### src/rtl/alu_op_responder.sv
// alu_op_responder - execution side of the op_valid / operation_done ALU protocol.
// Single-cycle logic/add/shift ops, iterative shift-add multiply, one-cycle done pulse.
module alu_op_responder #(
  parameter int WIDTH    = 32,
  parameter int OP_WIDTH = 8
) (
  input  logic                clock,
  input  logic                reset,
  input  logic [WIDTH-1:0]    operand_a,
  input  logic [WIDTH-1:0]    operand_b,
  input  logic [OP_WIDTH-1:0] operator,
  input  logic                op_valid,
  output logic                operation_done,
  output logic [WIDTH-1:0]    result,
  output logic                busy,
  output logic                op_error
);

  localparam int SHW = $clog2(WIDTH);

  localparam logic [OP_WIDTH-1:0] OP_ADD = OP_WIDTH'(0);
  localparam logic [OP_WIDTH-1:0] OP_SUB = OP_WIDTH'(1);
  localparam logic [OP_WIDTH-1:0] OP_AND = OP_WIDTH'(2);
  localparam logic [OP_WIDTH-1:0] OP_OR  = OP_WIDTH'(3);
  localparam logic [OP_WIDTH-1:0] OP_XOR = OP_WIDTH'(4);
  localparam logic [OP_WIDTH-1:0] OP_MUL = OP_WIDTH'(5);
  localparam logic [OP_WIDTH-1:0] OP_SHL = OP_WIDTH'(6);
  localparam logic [OP_WIDTH-1:0] OP_SHR = OP_WIDTH'(7);

  typedef enum logic [1:0] {
    IDLE = 2'd0,
    EXEC = 2'd1,
    MUL  = 2'd2,
    DONE = 2'd3
  } state_e;

  state_e                state_q, state_d;
  logic [WIDTH-1:0]      a_q, a_d;
  logic [WIDTH-1:0]      b_q, b_d;
  logic [WIDTH-1:0]      acc_q, acc_d;
  logic [WIDTH-1:0]      result_q, result_d;
  logic [OP_WIDTH-1:0]   op_q, op_d;
  logic [SHW-1:0]        cnt_q, cnt_d;
  logic                  op_error_q, op_error_d;

  logic [WIDTH-1:0]      exec_res;
  logic                  exec_illegal;

  // Single-cycle datapath; MUL never reaches EXEC so its slot is unused here.
  always_comb begin
    exec_res     = '0;
    exec_illegal = 1'b0;
    case (op_q)
      OP_ADD:  exec_res = a_q + b_q;
      OP_SUB:  exec_res = a_q - b_q;
      OP_AND:  exec_res = a_q & b_q;
      OP_OR:   exec_res = a_q | b_q;
      OP_XOR:  exec_res = a_q ^ b_q;
      OP_MUL:  exec_res = '0;
      OP_SHL:  exec_res = a_q << b_q[SHW-1:0];
      OP_SHR:  exec_res = a_q >> b_q[SHW-1:0];
      default: exec_illegal = 1'b1;
    endcase
  end

  always_comb begin
    state_d    = state_q;
    a_d        = a_q;
    b_d        = b_q;
    acc_d      = acc_q;
    result_d   = result_q;
    op_d       = op_q;
    cnt_d      = cnt_q;
    op_error_d = op_error_q;
    case (state_q)
      IDLE: begin
        if (op_valid) begin
          a_d        = operand_a;
          b_d        = operand_b;
          op_d       = operator;
          acc_d      = '0;
          cnt_d      = '0;
          op_error_d = 1'b0;
          state_d    = (operator == OP_MUL) ? MUL : EXEC;
        end
      end
      EXEC: begin
        result_d   = exec_res;
        op_error_d = exec_illegal;
        state_d    = DONE;
      end
      MUL: begin
        // a_q is the shifting multiplicand, b_q the shifting multiplier.
        acc_d = acc_q + (b_q[0] ? a_q : '0);
        a_d   = a_q << 1;
        b_d   = b_q >> 1;
        cnt_d = cnt_q + 1'b1;
        if (cnt_q == SHW'(WIDTH - 1)) begin
          result_d = acc_d;
          state_d  = DONE;
        end
      end
      DONE: state_d = IDLE;
      default: state_d = IDLE;
    endcase
  end

  always_ff @(posedge clock or negedge reset) begin
    if (!reset) begin
      state_q    <= IDLE;
      a_q        <= '0;
      b_q        <= '0;
      acc_q      <= '0;
      result_q   <= '0;
      op_q       <= '0;
      cnt_q      <= '0;
      op_error_q <= 1'b0;
    end else begin
      state_q    <= state_d;
      a_q        <= a_d;
      b_q        <= b_d;
      acc_q      <= acc_d;
      result_q   <= result_d;
      op_q       <= op_d;
      cnt_q      <= cnt_d;
      op_error_q <= op_error_d;
    end
  end

  assign operation_done = (state_q == DONE);
  assign busy           = (state_q != IDLE);
  assign result         = result_q;
  assign op_error       = op_error_q;

endmodule

### config.mk
export PLATFORM = sky130hd
export DESIGN_NAME = alu_op_responder
export DESIGN_NICKNAME = d
export VERILOG_FILES = /design/src/rtl/alu_op_responder.sv
export SDC_FILE = /design/constraint.sdc
export NUM_CORES = 1
export LEC_CHECK = 0
export ABC_AREA = 1
export ABC_CLOCK_PERIOD_IN_PS = 3300
export BUFFER_PORTS_ARGS = -buffer_cell sky130_fd_sc_hd__buf_2
export CORE_ASPECT_RATIO = 0.9
export CORE_UTILIZATION = 40
export CTS_BUF_LIST = sky130_fd_sc_hd__clkbuf_16
export DETAILED_ROUTE_END_ITERATION = 10
export SETUP_SLACK_MARGIN = 0.1
export SYNTH_ARGS = -nofsm -noshare
export SYNTH_HDL_FRONTEND = slang
export SYNTH_SLANG_ARGS = --single-unit
### constraint.sdc
create_clock -name clock -period 3.3 [get_ports clock]
set_clock_uncertainty 0.15 [all_clocks]
set_input_delay 0.495 -clock clock [delete_from_list [all_inputs] [get_ports clock]]
set_output_delay 0.495 -clock clock [all_outputs]
set_load 0.005 [all_outputs]
After elaboration in Yosys (flattened, before gate mapping)
Cells that the tools add are included.
{"block": "totals", "regBits": 144, "latch_bits": 0, "mem_bits_rw": 0, "rom_bits": 0, "wordCells": 62, "mem_count": 0}
{"block": "classes", "addsub": 4, "multipliers": 0, "div": 0, "magnitude_cmp": 0, "eq_ne": 14, "shifts": 2, "mux": 19, "bitwise_logic": 3, "reduce_logical": 12}
{"operator": "32-bit one-hot mux with 2 select lines", "n": 4}
{"operator": "32-bit one-hot mux with 7 select lines", "n": 1}
{"operator": "32-bit 2-to-1 mux", "n": 5}
{"operator": "32-bit adder", "n": 2}
{"operator": "8-bit by 3-bit equality test with 1-bit output, second input constant", "n": 5}
{"operator": "32-bit bitwise AND", "n": 1}
{"operator": "32-bit bitwise OR", "n": 1}
{"operator": "32-bit by 5-bit left shift with 32-bit output", "n": 1}
{"operator": "32-bit by 5-bit right shift with 32-bit output", "n": 1}
{"operator": "32-bit subtractor", "n": 1}
{"operator": "32-bit bitwise XOR", "n": 1}
{"operator": "8-bit by 2-bit equality test with 1-bit output, second input constant", "n": 2}
{"operator": "5-bit one-hot mux with 2 select lines", "n": 1}
{"operator": "2-bit AND reduction", "n": 5}
{"operator": "8-bit by 1-bit equality test with 1-bit output, second input constant", "n": 1}
{"operator": "8-bit zero test", "n": 1}
{"operator": "2-bit one-hot mux with 4 select lines", "n": 1}
{"operator": "2-bit nonzero test", "n": 4}
{"operator": "8-bit OR reduction", "n": 1}
{"operator": "2-bit 2-to-1 mux", "n": 3}
{"operator": "5-bit by 1-bit adder with 5-bit output, second input constant", "n": 1}
{"operator": "5-bit equality test, second input constant", "n": 1}
{"operator": "5-bit 2-to-1 mux", "n": 1}
{"operator": "2-bit equality test, second input constant", "n": 2}
{"operator": "other kinds (5)", "n": 7}

Logic depth before layout (Yosys ltp)
{"block": "depth", "ltp_word": 4, "ltp_mapped": 29, "mapped_depth_nobuf": 26}

Least setup slack after synthesis
No wires, ideal clock.
{"block": "synth_path", "path_type": "register -> register", "from": "register b_q[0]", "to": "register result_q[27] (netlist: result[27])", "t_arrival_ns": 3.355, "required_time_ns": 3.073, "setup_slack_ns": -0.282, "path_stages_with_launch": 25, "period_less_slack_ns": 3.582, "path_cell_list": "dfrtp_1 > buf_2 > inv_2 > buf_4 > buf_2 > ha_1 > nand4_1 > nor2_2 > nand4_1 > nor2_1 > nor2_1 > a21oi_2 > o21ai_1 > xor2_1 > ha_1 > a21oi_1 > nand2_1 > o21bai_1 > a21oi_1 > nand2_1 > nand2_1 > nand3_1 > nand2_1 > nand2_1 > a21oi_1"}
{"block": "synth_via", "elab_chain_len": 4, "elab_cells_between_ends": 9}
{"item": "start, declared", "line": "39", "rtl": "logic [WIDTH-1:0] b_q, b_d;"}
{"item": "start signal, assigned", "line": "112", "rtl": "b_q <= '0;"}
{"item": "start signal, assigned", "line": "121", "rtl": "b_q <= b_d;"}
{"item": "32-bit 2-to-1 mux", "line": "94", "rtl": "acc_d = acc_q + (b_q[0] ? a_q : '0);"}
{"item": "32-bit adder", "line": "94"}
{"item": "32-bit 2-to-1 mux", "line": "98", "rtl": "if (cnt_q == SHW'(WIDTH - 1)) begin"}
{"item": "32-bit one-hot mux with 2 select lines *", "line": "75", "rtl": "case (state_q)"}
{"item": "end signal, assigned", "line": "123", "rtl": "result_q <= result_d;"}
{"item": "end, declared", "line": "41", "rtl": "logic [WIDTH-1:0] result_q, result_d;"}
Mark *: on every way between the ends. The rest lies on a longest branch, timed or not. The select of a mux whose other input is x is not followed.
A chain may end at the register's enable or synchronous reset.

Final worst setup path
{"block": "layout_path", "from": "register b_q[1]", "to": "register result_q[20] (netlist: result[20])"}
{"block": "layout_via", "elab_chain_len": 3, "elab_cells_between_ends": 6}
{"item": "32-bit subtractor, or another cell as far along", "line": "55", "rtl": "OP_SUB: exec_res = a_q - b_q;"}
{"item": "32-bit one-hot mux with 7 select lines *", "line": "53", "rtl": "case (op_q)"}
{"item": "32-bit one-hot mux with 2 select lines *", "line": "75"}
Mark *: on every way between the ends. The rest lies on a longest branch, timed or not.

==> flow_summary.json <==
{
  "avgSynthCellArea_um2": 5.89,
  "gp_congestion": 1.03,
  "first_pass_iters": 8,
  "tightest_slew_ps": 752,
  "synth_top_area_share_pct": 21.6,
  "vias_per_cell": 5.50,
  "drive_above_1_share_pct": 19.5,
  "cp_max_fo": 4,
  "layout_setup_ws_ps": -281,
  "min_from": "operand_a[22]",
  "required_ps": 3500,
  "critPathTopFamily": "simple AND/OR/NAND/NOR gates",
  "die_h_um": 196,
  "num_vias": 20000,
  "synth.distinct_cells": 46,
  "ys_async_sr_fraction_pct": 100,
  "root_buffer": "clkbuf_16",
  "synth_edf_count": 0,
  "worstSetupPathType": "reg -> reg",
  "start_kind": "register",
  "synth-seq-area-share_pct": 21.6,
  "p_per_area_nw_per_um2": 1220,
  "synth.most_common_cell": "nand2_1",
  "antenna_left": 0,
  "slowest_delay_ps": 430,
  "cts.path.max_buffers": 2,
  "die_w_um": 217,
  "row_count": 70,
  "drt_iter0_drc": 2165,
  "min_path_type": "in -> reg",
  "yosys.area.top_type": "dfrtp_1",
  "cts_buffers": 17,
  "hold_viol_final": 0,
  "ys.flop_type": "dfrtp_1",
  "slew_headroom_pct": 49.9,
  "maxSlewViolCount": 0,
  "power_uw": 25300,
  "violations": "negative setup slack",
  "num_io_pins": 110,
  "core_um2": 40900,
  "arrival_ps": 3780,
  "die_area_um2": 42500,
  "path_common_cell": "nor2_2",
  "hpwl_um": 60500,
  "critPathLaunch": "b_q[1]",
  "gr-total-overflow": 0,
  "ys_top_cells_by_area": "dfrtp_1 22%, nand2_1 21%, nand3_1 12%",
  "cts_max_level": 4,
  "multi_input_area_um2": 12000,
  "clock_sinks": 144,
  "setup-violations-final": 14,
  "drt_wl_total_um": 75900,
  "nFillCells": 4314,
  "synthTopCellsByCount": "949 x nand2_1, 395 x nand3_1, 346 x inv_1",
  "rr_startpoint": "b_q[1]",
  "synth_warnings": 0,
  "avgRoutedWirePerCell_um": 20.9,
  "grt_max_degree": 161,
  "antenna_found_initial": 1,
  "finalCritPeriodShare_pct": 109,
  "grt_pass1_vias": 18700,
  "critPathSlowestCell": "dfrtp_2",
  "end_kind": "register",
  "clk_latency_ps": 480,
  "cts_tree": "built",
  "diodes": 0,
  "synth_area_um2": 16700,
  "fin_crit_ps": 3580,
  "grtUsageTotal_pct": 35.5,
  "leakagePower_uw": 0.0113,
  "fin_cells": 3641,
  "stdcell_area_um2": 20800,
  "initial_core_util_pct": 40.8,
  "seqCellArea_um2": 3610,
  "synth_fp_nets": 3043,
  "placed_cells": 3589,
  "rsz0062_at_grt": "true",
  "drc": 0,
  "grt_pass1_wl_um": 113000,
  "ir_drop_mv": 1.51,
  "port_buffers": 109,
  "area_delta_synth_final_pct": 24.8,
  "ys_ff_latch": 144,
  "syn_inst": 2832,
  "placed_area_um2": 19300,
  "crit_buf_inv": 4,
  "fin_nets": 3299,
  "status": "finished with violations",
  "maxCapViolCount": 0,
  "cts.reportedPaths.clkPinSlew_ps": 70,
  "fmax_mhz": 279,
  "path_cells": "inv_4, ha_4, nand4_1, nor2_2, nand4_1, nor2_2, nor2_2, buf_4, xor2_1, ha_1, nand2_2, inv_1, a21oi_1, nand2_1, inv_1, nand3b_1, nand3_1, nand2_1, a21oi_1, nor2_1"
}
-- cells in the final DEF, fill, tap and decap left out, types with 14 or more instances in the layout --
cell	Yosys	routed
xor2_1	31	28
nand3b_1	19	19
dfrtp_1	144	142
nand2_4	0	16
nand3_1	395	377
o211ai_1	67	67
nor3_1	17	14
nand2_2	2	63
nand4_1	20	20
nor2_2	4	26
inv_1	346	329
a21oi_2	1	28
o21ai_0	159	148
nand2_1	949	872
inv_2	5	20
clkbuf_16	0	17
nand3_2	0	17
buf_6	3	19
buf_4	7	213
nor2_1	187	160
a21oi_1	168	138
buf_2	35	108
ha_1	134	124
o21ai_1	7	14
-- flip-flops by register name, indices dropped and copies added, names as in the netlist --
signal	flops
a_q	32
acc_q	32
b_q	32
result	32
op_q	8
cnt_q	5
state_q	2
op_error	1
-- where the power goes --
part | switching (uW) | internal, uW
clock | 853 | 1090
sequential | 830 | 2660
combinational | 12800 | 7120
-- worst paths after layout --
check | end | slack, ps | cells past startpoint
min in group asynchronous | a_q[24] | 420 | 3
setup reg to reg | result[20] | -280 | 20
hold / removal | a_q[22] | 110 | 3
setup / recovery | result[20] | -280 | 20
max in group asynchronous | acc_q[1] | 2130 | 3
hold reg to reg | acc_q[0] | 330 | 2
-- final cells by class --
cell class              instances  area share, %
clock buffers                  17           2.04
clock inverters                15          0.601
inverters                     353           6.39
multi-input cells            2218           57.8
flip-flops and latches        144           17.3
well taps                     540           3.25
repair buffers                354           12.6
-- cells by family after synthesis --
group                      share of synthesized area [%]
muxes                                             0.0600
buffers and inverters                               11.1
AOI/OAI and AO/OA                                   14.2
xor gates and xnor gates                            1.68
adders and majority gates                           10.3
and+or+nand+nor                                     41.0
DFF                                                 21.6
-- layer usage --
layer	vias up	track usage, %	routed length, um
met4	0	16.6	3350
met1	9315	48.5	33200
li1	9718	-	-
met3	121	7.44	6470
met5	-	0	0
met2	883	53.3	32900
-- stage by stage --
stage | TNS [ps] | worst slack (ps) | hold slack, ps | utilization, %
CTS | -1150 | -133 | 93.1 | 49.7
detailed placement | -3920 | -359 | 317 | 47.1
floorplan | -541 | -155 | 49.4 | -
finish | -2230 | -281 | 111 | 50.9
global placement | -3010 | -330 | 311 | 47.1
global route | -5870 | -424 | 105 | 50.9
-- tightest hold or removal path, cell delays in order --
cell      delay (ps)
buf_2             70
o211ai_1          60
o21ai_0           60
-- timing repair --
action,4_1_cts,5_1_grt
hold buffers,1,0
pin swaps,66,59
hold endpoints to repair,144,0
buffers inserted,13,6
resized for setup,115,131
setup endpoints to repair,30,48
No activity file was read; power rests on OpenSTA's default activity.
